**config.mk**
```make
export PLATFORM = sky130hd
export DESIGN_NAME = fir_mac_sequencer
export DESIGN_NICKNAME = d
export VERILOG_FILES = /design/src/rtl/fir_mac_sequencer.sv
export SDC_FILE = /design/constraint.sdc
export NUM_CORES = 1
export LEC_CHECK = 0
export ABC_AREA = 1
export BUFFER_PORTS_ARGS = -buffer_cell sky130_fd_sc_hd__buf_2
export CAP_MARGIN = 20
export CORE_AREA = 2 2 41 43
export CTS_CLUSTER_SIZE = 14
export DETAILED_ROUTE_END_ITERATION = 7
export DIE_AREA = 0 0 43 45
export PLACE_DENSITY_LB_ADDON = 0.05
export SLEW_MARGIN = 20
export SYNTH_ARGS = -nofsm -noshare
export SYNTH_HDL_FRONTEND = slang
export SYNTH_SLANG_ARGS = --single-unit
```
**constraint.sdc**
```tcl
create_clock -name clk1 -period 3.6 [get_ports clk1]
set_input_delay 0.36 -clock clk1 [delete_from_list [all_inputs] [get_ports clk1]]
set_output_delay 0.36 -clock clk1 [all_outputs]
set_load 0.01 [all_outputs]
```
**src/rtl/fir_mac_sequencer.sv**
```systemverilog
// Control sequencer for a time-multiplexed FIR MAC: loads coefficients, accepts one sample,
// walks the taps through the MAC, drains the multiplier stage and hands off the result.
module fir_mac_sequencer #(
  parameter int unsigned NTAPS = 64
) (
  input  logic       clk1,
  input  logic       ALU_restn,
  input  logic       coef_valid,
  output logic       coef_ready,
  output logic       coef_we,
  output logic [5:0] coef_addr,
  input  logic       x_valid,
  output logic       x_ready,
  output logic       x_shift,
  output logic [5:0] tap_addr,
  output logic       acc_clr,
  output logic       acc_en,
  output logic       y_valid,
  input  logic       y_ready,
  input  logic       cfg_reload,
  output logic       busy
);

  localparam logic [2:0] StLoad  = 3'd0;
  localparam logic [2:0] StWaitX = 3'd1;
  localparam logic [2:0] StMac   = 3'd2;
  localparam logic [2:0] StFlush = 3'd3;
  localparam logic [2:0] StOut   = 3'd4;

  localparam logic [5:0] LastTap = 6'(NTAPS - 1);

  logic [2:0] state_q, state_d;
  logic [5:0] cnt_q, cnt_d;
  logic       coef_hs;
  logic       x_hs;

  assign coef_hs = (state_q == StLoad) && coef_valid;
  // A reload request in the same cycle as a sample takes priority over the sample.
  assign x_hs    = (state_q == StWaitX) && x_valid && !cfg_reload;

  // One counter serves as load index in LOAD and tap index in MAC.
  always_comb begin
    state_d = state_q;
    cnt_d   = cnt_q;
    case (state_q)
      StLoad: begin
        if (coef_hs) begin
          if (cnt_q == LastTap) begin
            cnt_d   = 6'd0;
            state_d = StWaitX;
          end else begin
            cnt_d = cnt_q + 6'd1;
          end
        end
      end
      StWaitX: begin
        cnt_d = 6'd0;
        if (cfg_reload) begin
          state_d = StLoad;
        end else if (x_valid) begin
          state_d = StMac;
        end
      end
      StMac: begin
        if (cnt_q == LastTap) begin
          cnt_d   = 6'd0;
          state_d = StFlush;
        end else begin
          cnt_d = cnt_q + 6'd1;
        end
      end
      StFlush: state_d = StOut;
      StOut: begin
        if (y_ready) begin
          state_d = StWaitX;
        end
      end
      default: begin
        state_d = StLoad;
        cnt_d   = 6'd0;
      end
    endcase
  end

  always_ff @(posedge clk1 or negedge ALU_restn) begin
    if (!ALU_restn) begin
      state_q <= StLoad;
      cnt_q   <= 6'd0;
    end else begin
      state_q <= state_d;
      cnt_q   <= cnt_d;
    end
  end

  always_comb begin
    coef_ready = (state_q == StLoad);
    // Gated by reset so no write strobe escapes while the block is held in reset.
    coef_we    = coef_hs && ALU_restn;
    coef_addr  = (state_q == StLoad) ? cnt_q : 6'd0;
    x_ready    = (state_q == StWaitX);
    x_shift    = x_hs;
    acc_en     = (state_q == StMac) || (state_q == StFlush);
    acc_clr    = (state_q == StMac) && (cnt_q == 6'd0);
    y_valid    = (state_q == StOut);
    busy       = (state_q != StWaitX);
    tap_addr   = 6'd0;
    if (state_q == StMac) begin
      tap_addr = cnt_q;
    end else if (state_q == StFlush) begin
      tap_addr = LastTap;
    end
  end

endmodule
```
==> summary.txt, run 1 <==
Yosys
  – Mapped Area: 729 um^2
  – Adder-cell area share of the yosys netlist: 3.43%
  – Main synth FF type: dfrtp_1
  – Sequential share of the synthesized area: 30.9%
  – Mux share of post-synthesis cell area: 0%
  – Post-Synth Simple-Gate Area: 45.1%
  – Synth Area per Inst: 6.51 um^2
  – Top-count cell post-synth: nand2_1
  – Synthesis Warnings: 0
  – Yosys reg bits: 9
  – Post-synthesis compound-gate area fraction: 6.17%
  – Top cell type's share of synthesized area: 30.9%
  – Main area contributors after synthesis: dfrtp_1 31%, nand2_1 15%, inv_1 9.3%
  – Xor/xnor share of the synthesized area: 2.40%
  – Cell taking the most area after synthesis: dfrtp_1
  – EDFF count, synth: 0
  – Synth cell count leaders: 29 x nand2_1, 18 x inv_1, 16 x nor2_1
  – Post-Syn Instances: 112
  – Main combinational cell family by area after synthesis: simple AND/OR/NAND/NOR gates
  – Synth cell types: 20
  – Post-Syn Nets: 120
  – FFs w/ async S/R, synth: 100%

Clock tree
  – TritonCTS Sinks: 9
  – Number of CTS-inserted buffers: 3
  – Clock transition at the registers of the reported paths: 0.06 ns
  – Clk root buf: clkbuf_4
  – H-tree levels: 1
  – Clock Tree Buf Depth: 2
  – Insertion delay to the later sink of the worst-skew pair: 0.26 ns
  – TritonCTS clock tree: built

Critical path
  – Worst stage delay on the critical path: 0.46 ns
  – WP buf/inv: 1
  – Crit-path max FO: 8
  – CP startpoint kind: flip-flop
  – Cell family with most CP delay: simple AND/OR/NAND/NOR gates
  – CP endpoint kind: output pin
  – WP depth: 4
  – Setup Crit Path Kind: flip-flop to output pin
  – Slowest stage cell on the critical path: dfrtp_1
  – Crit-path cells: nor2_4 -> nand2_2 -> nor4_2 -> buf_2
  – Worst EP arrival: 1.54 ns
  – WP data required: 3.24 ns
  – FF-to-FF path depth: 7

Routing
  – Vias per inst: 4.96
  – Residual DRC: 0
  – Antenna Violating Nets Remaining: 0
  – Wirelength per Cell: 10.7 um
  – Via Count: 779
  – 1st-pass router iterations: 4
  – Final WL: 1.67 mm
  – Drt initial violations: 18

Final layout
  – Storage element area: 225 um^2
  – Post-Layout Cell Count: 157
  – Share of post-route cells with drive strength above 1: 28.4%
  – Nets: 150
  – Finished layout cell area: 906 um^2
  – Layout fillers: 151
  – Area Overhead vs Synth: 24.2%
  – Diode count: 0
  – Post-Route Utilization: 61.6%
  – Multi-input gate area: 417 um^2

Floorplan
  – Die height: 45 um
  – Boundary Pins: 26
  – Starting Density: 49.6%
  – Die W: 43 um
  – Core Footprint: 0.00147 mm^2
  – Die Area: 0.00194 mm^2
  – Core Rows: 14

Timing
  – Min Hold Slack: 0.390 ns
  – Peak Freq: 525 MHz
  – Clock Skew: 0.00384 ns
  – Final Hold Vio Count: 0
  – RSZ-0062 raised after global routing: no
  – # setup viols final: 0
  – Crit share post-route: 52.9%
  – Slew Viols, Final: 0
  – Period minus WS final: 1.90 ns
  – Worst slew pin tran: 0.253 ns
  – Post-route setup TNS: 0 ns
  – Rel. slew slack: 83.1%

Placed design
  – Routability congestion estimate: 0.835
  – Buffers on Ports: 25
  – Post-DP Area: 870 um^2
  – Inst Count DP: 152
  – Hpwl dp: 1.30 mm

Global route
  – Gr usage total: 20.2%
  – First-pass GRT wire length: 2.93 mm
  – GRT overflow: 0
  – Number of global-route vias before repair: 681
  – Pin count of the biggest net entering global routing: 11
  – Initial antenna violation count: 0

Worst hold path
  – Path type of the worst min-delay path: input pin to flip-flop
  – Hold Path Depth: 4

Power
  – Leak: 0.571 nW
  – Power per cell area: 434 mW/mm^2
  – Peak VDD IR: 311 uV

Flow run
  – Max Cap Viol: 0

Status
  – Status: finished, final reports clean
==> sequential cells by signal (all words and copies together), names as in the netlist <==
signal / flops
cnt_q: 6
state_q: 3
==> area by class of cell <==
| type | count | area share, % |
|---|---|---|
| Sequential cell | 9 | 24.9 |
| Inverter | 22 | 9.12 |
| Timing Repair Buffer | 26 | 14.9 |
| Tap cell | 16 | 2.21 |
| Multi-Input combinational cell | 80 | 46.0 |
| Clock buffer | 4 | 2.90 |
==> final timing paths <==
path	from	end	slack (ns)
worst max register to register	cnt_q[1]	state_q[0]	2.20
min in group asynchronous	ALU_restn	cnt_q[5]	0.49
worst min-delay path	y_ready	state_q[2]	0.39
max in group asynchronous	ALU_restn	cnt_q[2]	2.91
worst min register to register	cnt_q[4]	cnt_q[4]	0.57
worst max-delay path	state_q[2]	acc_clr	1.70
==> per-stage QoR <==
step	setup WS [ns]	power [mW]
floorplan	2.14	0.265
global placement	2.04	0.312
detailed placement	1.98	0.313
CTS	1.69	0.395
global route	1.57	0.428
finish	1.70	0.393
==> report_power, final <==
| part | switching (mW) | internal (mW) | leakage, nW |
|---|---|---|---|
| sequential | 0.0385 | 0.125 | 0.119 |
| clock | 0.0367 | 0.0428 | 0.0150 |
| combinational | 0.0882 | 0.0614 | 0.437 |
| total | 0.163 | 0.230 | 0.571 |
==> per-layer routing <==
metal	vias up	routed length, um	global-route usage [%]
met4	0	27	9.09
met1	340	783	26.0
met2	24	784	34.2
li1	410	-	-
met3	5	78	2.40
met5	-	0	0
==> logic make-up (layout without fill, tap and decap cells) <==
family	Yosys count	count (layout)
AO/OA/AOI/OAI	9	9
AND/OR/NAND/NOR	67	67
XOR/XNOR	2	2
flip-flops	9	9
buffers and inverters	23	52
adder cells (fa/ha/maj)	2	2
==> cells in the final DEF, fill, tap and decap left out <==
master and instances:
dfrtp_1 9, nand3_1 10, nor2_4 2, nand2_2 2, ha_1 2, nand3_4 1, inv_1 18, o21ai_0 6
dlygate4sd3_1 1, clkbuf_4 3, nand3_2 1, clkbuf_1 1, nand2_4 1, xor2_1 2, nand2_1 29, inv_2 4
nor2_1 16, nor3_1 1, nand4_1 3, buf_2 25, nor4_2 1, a21oi_1 1, o21ai_1 2
==> tightest hold or removal path: stages <==
cell     delay, ns
buf_2         0.07
inv_1         0.03
nand3_1       0.09
nand2_1       0.06
==> what timing repair did <==
action / in CTS / in global routing
gates resized for setup: 0 / 0
buffers inserted: 0 / 0
endpoints found under the hold margin: 9 / 0
hold buffers: 1 / 0
No activity file was read; power rests on OpenSTA's default activity.
==> run 2, diff against run 1 <==
--- a/config.mk
+++ b/config.mk
@@ -8,10 +8,10 @@
 export ABC_AREA = 1
 export BUFFER_PORTS_ARGS = -buffer_cell sky130_fd_sc_hd__buf_2
 export CAP_MARGIN = 20
-export CORE_AREA = 2 2 41 43
+export CORE_AREA = 2 2 45 47
 export CTS_CLUSTER_SIZE = 14
 export DETAILED_ROUTE_END_ITERATION = 7
-export DIE_AREA = 0 0 43 45
+export DIE_AREA = 0 0 47 49
 export PLACE_DENSITY_LB_ADDON = 0.05
 export SLEW_MARGIN = 20
 export SYNTH_ARGS = -nofsm -noshare
==> constraint.sdc (replaced) <==
create_clock -name clk1 -period 1.65 [get_ports clk1]
set_input_delay 0.165 -clock clk1 [delete_from_list [all_inputs] [get_ports clk1]]
set_output_delay 0.165 -clock clk1 [all_outputs]
set_load 0.01 [all_outputs]
==> run 2 against run 1 <==
  * Wire length increased by 9.1%
  * Critical endpoint unchanged
  * Design area increased by 4.4%
  * First-iteration DRC count decreased by 22%
  * Worst setup slack got worse by 1.6 ns
  * Cell count increased by 8.9%
  * Non-clock buffer count increased by 3
  * Worst hold slack got worse by 0.21 ns
  * Count of clock-buffer cells in the layout unchanged
  * Global-route usage decreased by 1.9 points
  * Sequential cell count unchanged
==> summary.txt, run 2 (synthesis results as in run 1) <==
Final layout
  – Nets: 153 (+2.0%)
  – Largest register FFs: 6 (unchanged)
  – Layout fillers: 208 (+38%)
  – Multi-input gate area: 417 um^2 (unchanged)
  – Storage element area: 229 um^2 (+1.7%)
  – Most frequent cells in the layout: 29 x nand2_1, 25 x buf_2, 16 x nor2_1
  – Area Overhead vs Synth: 29.7%
  – Share of post-route cells with drive strength above 1: 34.0% (+5.7 points)
  – Diode count: 0 (unchanged)
  – Top flop regs: cnt_q: 6 flops, state_q: 3 flops
  – Most common cell after layout, fill and taps aside: nand2_1
  – Finished layout cell area: 946 um^2 (+4.4%)
  – Most flops, register: cnt_q

Routing
  – Via Count: 778 (-0.13%)
  – 1st-pass router iterations: 4 (unchanged)
  – Drt initial violations: 14 (-4)
  – Antenna Violating Nets Remaining: 0 (unchanged)
  – Residual DRC: 0 (unchanged)
  – Wirelength per Cell: 10.7 um (+0.15%)
  – Vias per inst: 4.55 (-8.3%)
  – Final WL: 1.83 mm (+9.1%)

Clock tree
  – Clock Tree Buf Depth: 2 (unchanged)
  – H-tree levels: 1 (unchanged)
  – Clk root buf: clkbuf_4
  – Number of CTS-inserted buffers: 3 (unchanged)
  – Clock transition at the registers of the reported paths: 0.07 ns (about the same)
  – Insertion delay to the later sink of the worst-skew pair: 0.27 ns (about the same)
  – TritonCTS Sinks: 9 (unchanged)
  – TritonCTS clock tree: built

Critical path
  – Setup Crit Path Kind: flip-flop to output pin
  – FF-to-FF path depth: 8 (+1)
  – CP endpoint kind: output pin
  – Worst setup startpoint: state_q[0]
  – Worst setup path end: acc_clr
  – Reg2reg setup slack: 0.36 ns (-1.84 ns)
  – WP data required: 1.48 ns (-1.76 ns)
  – RR Endpoint: cnt_q[4]
  – Worst flop-to-flop path startpoint: state_q[1]
  – Worst EP arrival: 1.39 ns (-0.15 ns)
  – CP startpoint kind: flip-flop
  – Crit-path max FO: 8 (unchanged)

Timing
  – Peak Freq: 643 MHz
  – Worst slew pin tran: 0.245 ns (-0.00793 ns)
  – # setup viols final: 0 (unchanged)
  – Crit share post-route: 94.2%
  – Final Hold Vio Count: 0 (unchanged)
  – Period minus WS final: 1.55 ns
  – Post-route setup TNS: 0 ns (unchanged)
  – Slew Viols, Final: 0 (unchanged)
  – RSZ-0062 raised after global routing: yes
  – Rel. slew slack: 83.7% (+0.57 points)
  – Clock Skew: 0.00292 ns (-0.000921 ns)

Floorplan
  – Die W: 47 um (+9.3%)
  – Core Footprint: 0.00184 mm^2 (+25%)
  – Boundary Pins: 26 (unchanged)
  – Starting Density: 39.6% (-10 points)
  – Die Area: 0.00230 mm^2 (+19%)
  – Die height: 49 um (+8.9%)
  – Core Rows: 16 (+2)

Global route
  – First-pass GRT wire length: 3.09 mm (+5.4%)
  – Gr usage total: 18.3% (-1.9 points)
  – Number of global-route vias before repair: 712 (+4.6%)
  – Pin count of the biggest net entering global routing: 11 (unchanged)
  – GRT overflow: 0 (unchanged)
  – Initial antenna violation count: 0 (unchanged)

Power
  – Power per cell area: 921 mW/mm^2 (+110%)
  – Peak VDD IR: 535 uV (+72%)
  – Leak: 0.575 nW (+0.77%)
  – Overall Power: 0.871 mW (+120%)

Placed design
  – Buffers on Ports: 25 (unchanged)
  – Post-DP Area: 891 um^2 (+2.4%)
  – Hpwl dp: 1.46 mm (+12%)
  – Routability congestion estimate: 0.793 (-5.0%)

Status
  – Status: finished, final reports clean

Flow run
  – Max Cap Viol: 0 (unchanged)

Worst hold path
  – Path type of the worst min-delay path: input pin to flip-flop
run 2: what timing repair did:
item / in CTS / in global routing
gates resized for setup: 0 / 6
buffers inserted: 0 / 2
hold buffers: 1 / 0
endpoints found under the hold margin: 9 / 0
setup endpoints to repair: 0 / 15
run 2: where the power goes:
group / switching [mW] / internal [mW]
Sequential: 0.0831 / 0.277
Clock: 0.0858 / 0.0937
Combinational: 0.197 / 0.135
Total: 0.366 / 0.505
run 2: per-stage QoR:
stage	cells	utilization, %	hold slack, ns	setup slack (ns)
after detailed placement	164	48.4	0.0418	0.317
after global placement	164	48.4	0.0422	0.349
after CTS	169	50.3	0.188	0.0217
final	171	51.4	0.179	0.0950
after global routing	171	51.4	0.211	-0.0267
after floorplan	112	-	-0.131	0.389
run 2: critical path, stage by stage, from the launching register on:
cell and delay (ns):
dfrtp_1 0.44, nor2_4 0.17, nand2_2 0.12, nor4_2 0.23, buf_2 0.17
run 2: how the worst min path moves through the flow:
stage | slack [ns] | depth (start not counted) | to | startpoint
floorplan | -0.13 | 0 | cnt_q[0] | ALU_restn
detailed placement | 0.04 | 1 | state_q[2] | ALU_restn
CTS | 0.19 | 4 | state_q[2] | y_ready
global placement | 0.04 | 1 | state_q[2] | ALU_restn
global route | 0.21 | 4 | state_q[2] | y_ready
finish | 0.18 | 4 | state_q[2] | y_ready
run 2: per-layer routing:
metal	vias up	global-route usage, %	share of wire (%)
met4	0	5.56	1.2
met5	-	0	0
met2	17	29.5	50
li1	412	-	-
met1	346	24.8	45
met3	3	2.22	3.6
run 2: final cells by class:
type | count | share of cell area [%]
inverters | 22 | 8.73
well taps | 27 | 3.57
flip-flops and latches | 9 | 24.2
repair buffers | 29 | 16.7
multi-input cells | 80 | 44.0
clock buffers | 4 | 2.78
==> run 3, diff against run 2 <==
--- a/config.mk
+++ b/config.mk
@@ -5,13 +5,12 @@
 export SDC_FILE = /design/constraint.sdc
 export NUM_CORES = 1
 export LEC_CHECK = 0
-export ABC_AREA = 1
 export BUFFER_PORTS_ARGS = -buffer_cell sky130_fd_sc_hd__buf_2
 export CAP_MARGIN = 20
-export CORE_AREA = 2 2 45 47
+export CORE_AREA = 2 2 44 46
 export CTS_CLUSTER_SIZE = 14
 export DETAILED_ROUTE_END_ITERATION = 7
-export DIE_AREA = 0 0 47 49
+export DIE_AREA = 0 0 46 48
 export PLACE_DENSITY_LB_ADDON = 0.05
 export SLEW_MARGIN = 20
 export SYNTH_ARGS = -nofsm -noshare
==> run 3 against run 2 <==
  * Non-clock buffer count up 6
  * Combinational power up 53%
  * Clock power grew 3%
  * Total power increased by 22%
  * Critical path depth up 1
  * Clock skew down 0.0018 ns
  * Fmax fell by 2.2%
  * Worst setup slack lost 0.034 ns
  * Wire length up 0.93%
  * First-iteration DRC count unchanged
==> summary.txt, run 3 <==
Status
  – Status: finished, final reports clean

Timing
  – Slew Viols, Final: 0 (unchanged)
  – Peak Freq: 629 MHz (-2.2%)
  – RSZ-0062 raised after global routing: no
  – Period minus WS final: 1.59 ns (+0.0345 ns)
  – Worst slew pin tran: 0.370 ns (+0.126 ns)
  – Post-route setup TNS: 0 ns (unchanged)
  – Clock Skew: 0.00109 ns (-0.00183 ns)
  – Crit share post-route: 96.3% (+2.1 points)
  – Rel. slew slack: 75.0% (-8.7 points)
  – # setup viols final: 0 (unchanged)
  – Final Hold Vio Count: 0 (unchanged)

Global route
  – GRT overflow: 0 (unchanged)
  – First-pass GRT wire length: 2.93 mm (-5.4%)
  – Initial antenna violation count: 0 (unchanged)
  – Pin count of the biggest net entering global routing: 11 (unchanged)
  – Gr usage total: 19.4% (+1.1 points)
  – Number of global-route vias before repair: 601 (-16%)

Yosys
  – Cell taking the most area after synthesis: dfrtp_1
  – Post-Synth Simple-Gate Area: 32.6% (-13 points)
  – Synth cell types: 31 (+55%)
  – Synth Area per Inst: 8.48 um^2 (+30%)
  – Post-synthesis compound-gate area fraction: 21.7% (+16 points)
  – Post-Syn Nets: 89 (-26%)
  – Sequential share of the synthesized area: 32.8% (+1.9 points)
  – Yosys reg bits: 9 (unchanged)
  – Adder-cell area share of the yosys netlist: 3.64% (+0.21 points)
  – Top cell type's share of synthesized area: 32.8% (+1.9 points)
  – FFs w/ async S/R, synth: 100% (unchanged)
  – Main synth FF type: dfrtp_1
  – EDFF count, synth: 0 (unchanged)
  – Synthesis Warnings: 0 (unchanged)
  – Main area contributors after synthesis: dfrtp_1 33%, and2_1 6.4%, nor2_1 4.9%
  – Xor/xnor share of the synthesized area: 0% (-2.4 points)
  – Main combinational cell family by area after synthesis: simple AND/OR/NAND/NOR gates
  – Synth cell count leaders: 9 x dfrtp_1, 9 x nor2_1, 7 x and2_1
  – Post-Syn Instances: 81 (-28%)
  – Mux share of post-synthesis cell area: 0% (unchanged)
  – Mapped Area: 687 um^2 (-5.8%)

Clock tree
  – Number of CTS-inserted buffers: 3 (unchanged)
  – H-tree levels: 1 (unchanged)
  – Clock transition at the registers of the reported paths: 0.07 ns (about the same)
  – TritonCTS clock tree: built
  – TritonCTS Sinks: 9 (unchanged)
  – Insertion delay to the later sink of the worst-skew pair: 0.27 ns (about the same)
  – Clock Tree Buf Depth: 2 (unchanged)
  – Clk root buf: clkbuf_4

Final layout
  – Post-Route Utilization: 55.0% (+3.6 points)
  – Most common cell after layout, fill and taps aside: buf_2
  – Most flops, register: cnt_q
  – Multi-input gate area: 420 um^2 (+0.90%)
  – Area Overhead vs Synth: 35.2%
  – Post-Layout Cell Count: 133 (-22%)
  – Nets: 125 (-18%)
  – Share of post-route cells with drive strength above 1: 43.1% (+9.1 points)
  – Diode count: 0 (unchanged)
  – Most frequent cells in the layout: 25 x buf_2, 9 x nor2_1, 9 x buf_4
  – Top flop regs: cnt_q: 6 flops, state_q: 3 flops
  – Storage element area: 229 um^2 (unchanged)
  – Layout fillers: 172 (-17%)
  – Largest register FFs: 6 (unchanged)

Routing
  – DR top layer: met4
  – Via Count: 712 (-8.5%)
  – Residual DRC: 0 (unchanged)
  – Wirelength per Cell: 13.8 um (+30%)
  – Vias per inst: 5.35 (+18%)
  – Antenna Violating Nets Remaining: 0 (unchanged)
  – Final WL: 1.84 mm (+0.93%)
  – 1st-pass router iterations: 4 (unchanged)
  – Drt initial violations: 14 (unchanged)
  – Routed met2 length: 803 um (-12%)
  – WL met1: 909 um (+9.9%)
  – Routed met3 length: 86 um (+30%)

Floorplan
  – Starting Density: 40.7% (+1.1 points)
  – Die height: 48 um (-2.0%)
  – Boundary Pins: 26 (unchanged)
  – Die W: 46 um (-2.1%)
  – Core Rows: 15 (-1)
  – Die Area: 0.00221 mm^2 (-4.1%)
  – Core Footprint: 0.00169 mm^2 (-8.3%)

Critical path
  – CP endpoint kind: output pin
  – WP data required: 1.48 ns (about the same)
  – Crit-path cells: buf_4 -> nor3_4 -> inv_2 -> nor3b_2 -> buf_2
  – Crit-path max FO: 5 (-3)
  – CP startpoint kind: flip-flop
  – Cell family with most CP delay: flip-flops
  – Setup Crit Path Kind: flip-flop to output pin
  – Worst EP arrival: 1.42 ns (+0.03 ns)
  – Slowest stage cell on the critical path: dfrtp_2
  – Worst stage delay on the critical path: 0.42 ns (-0.02 ns)
  – WP buf/inv: 3 (+2)

Placed design
  – Buffers on Ports: 25 (unchanged)
  – Hpwl dp: 1.31 mm (-10%)
  – Routability congestion estimate: 0.817 (+3.0%)
  – Inst Count DP: 126 (-23%)

Power
  – Leak: 0.457 nW (-21%)
  – Power per cell area: 1140 mW/mm^2 (+24%)
  – Peak VDD IR: 795 uV (+49%)

Flow run
  – Max Cap Viol: 0 (unchanged)

Worst hold path
  – Path type of the worst min-delay path: input pin to flip-flop
==> run 3: path summary, 6_finish.rpt <==
path | start | to | slack (ns) | depth (start not counted)
max in group asynchronous | ALU_restn | state_q[1] | 1.17 | 2
hold / removal | y_ready | state_q[2] | 0.11 | 2
hold reg to reg | state_q[2] | state_q[1] | 0.47 | 1
min in group asynchronous | ALU_restn | cnt_q[4] | 0.27 | 2
setup / recovery | state_q[2] | x_shift | 0.06 | 5
setup reg to reg | cnt_q[3] | cnt_q[0] | 0.18 | 5
==> run 3: where the power goes <==
| part | total [mW] | switching (mW) | leakage [nW] | internal [mW] |
|---|---|---|---|---|
| Combinational | 0.508 | 0.259 | 0.330 | 0.249 |
| Clock | 0.185 | 0.0915 | 0.0150 | 0.0937 |
| Sequential | 0.366 | 0.0808 | 0.112 | 0.286 |
| Total | 1.06 | 0.431 | 0.457 | 0.628 |
==> run 3: cell type report <==
class / count / area share, %
timing repair buffer: 35 / 21.8
clock buffer: 4 / 2.83
sequential: 9 / 24.7
tap: 17 / 2.29
multi-input combinational: 61 / 45.3
inverter: 7 / 3.10
==> run 3: logic make-up after synthesis <==
kind of cell / count (synthesis)
and+or+nand+nor: 39
buffers and inverters: 11
AOI/OAI and AO/OA: 20
adders and majority gates: 2
DFF: 9
==> run 3: repair_timing <==
| item | CTS | global route |
|---|---|---|
| pin swaps | 0 | 1 |
| resized for setup | 3 | 5 |
| hold endpoints to repair | 9 | 0 |
| setup buffers | 1 | 1 |
| hold buffers | 1 | 0 |
| setup endpoints to repair | 1 | 4 |
==> run 3: through the flow <==
| stage | hold slack (ns) | total power [mW] | area, um^2 | setup WS, ns |
|---|---|---|---|---|
| CTS | 0.0964 | 1.03 | 902 | 0.0113 |
| detailed placement | 0.0381 | 0.844 | 851 | 0.192 |
| global route | 0.102 | 1.15 | 928 | 0.0118 |
| global placement | 0.0392 | 0.842 | 851 | 0.211 |
| finish | 0.112 | 1.06 | 928 | 0.0606 |
| floorplan | -0.131 | 0.650 | 687 | 0.0676 |
==> run 3: worst register-to-register path: stages, from the launching register on <==
cell,delay [ns]
dfrtp_1,0.38
buf_4,0.13
and3_4,0.18
a311oi_4,0.39
nor3b_1,0.23
a21o_1,0.10
==> run 3: routing by layer <==
layer	up-vias	track usage, %
met4	0	10.3
li1	360	-
met5	-	0
met1	323	26.5
met2	25	28.9
met3	4	3.40
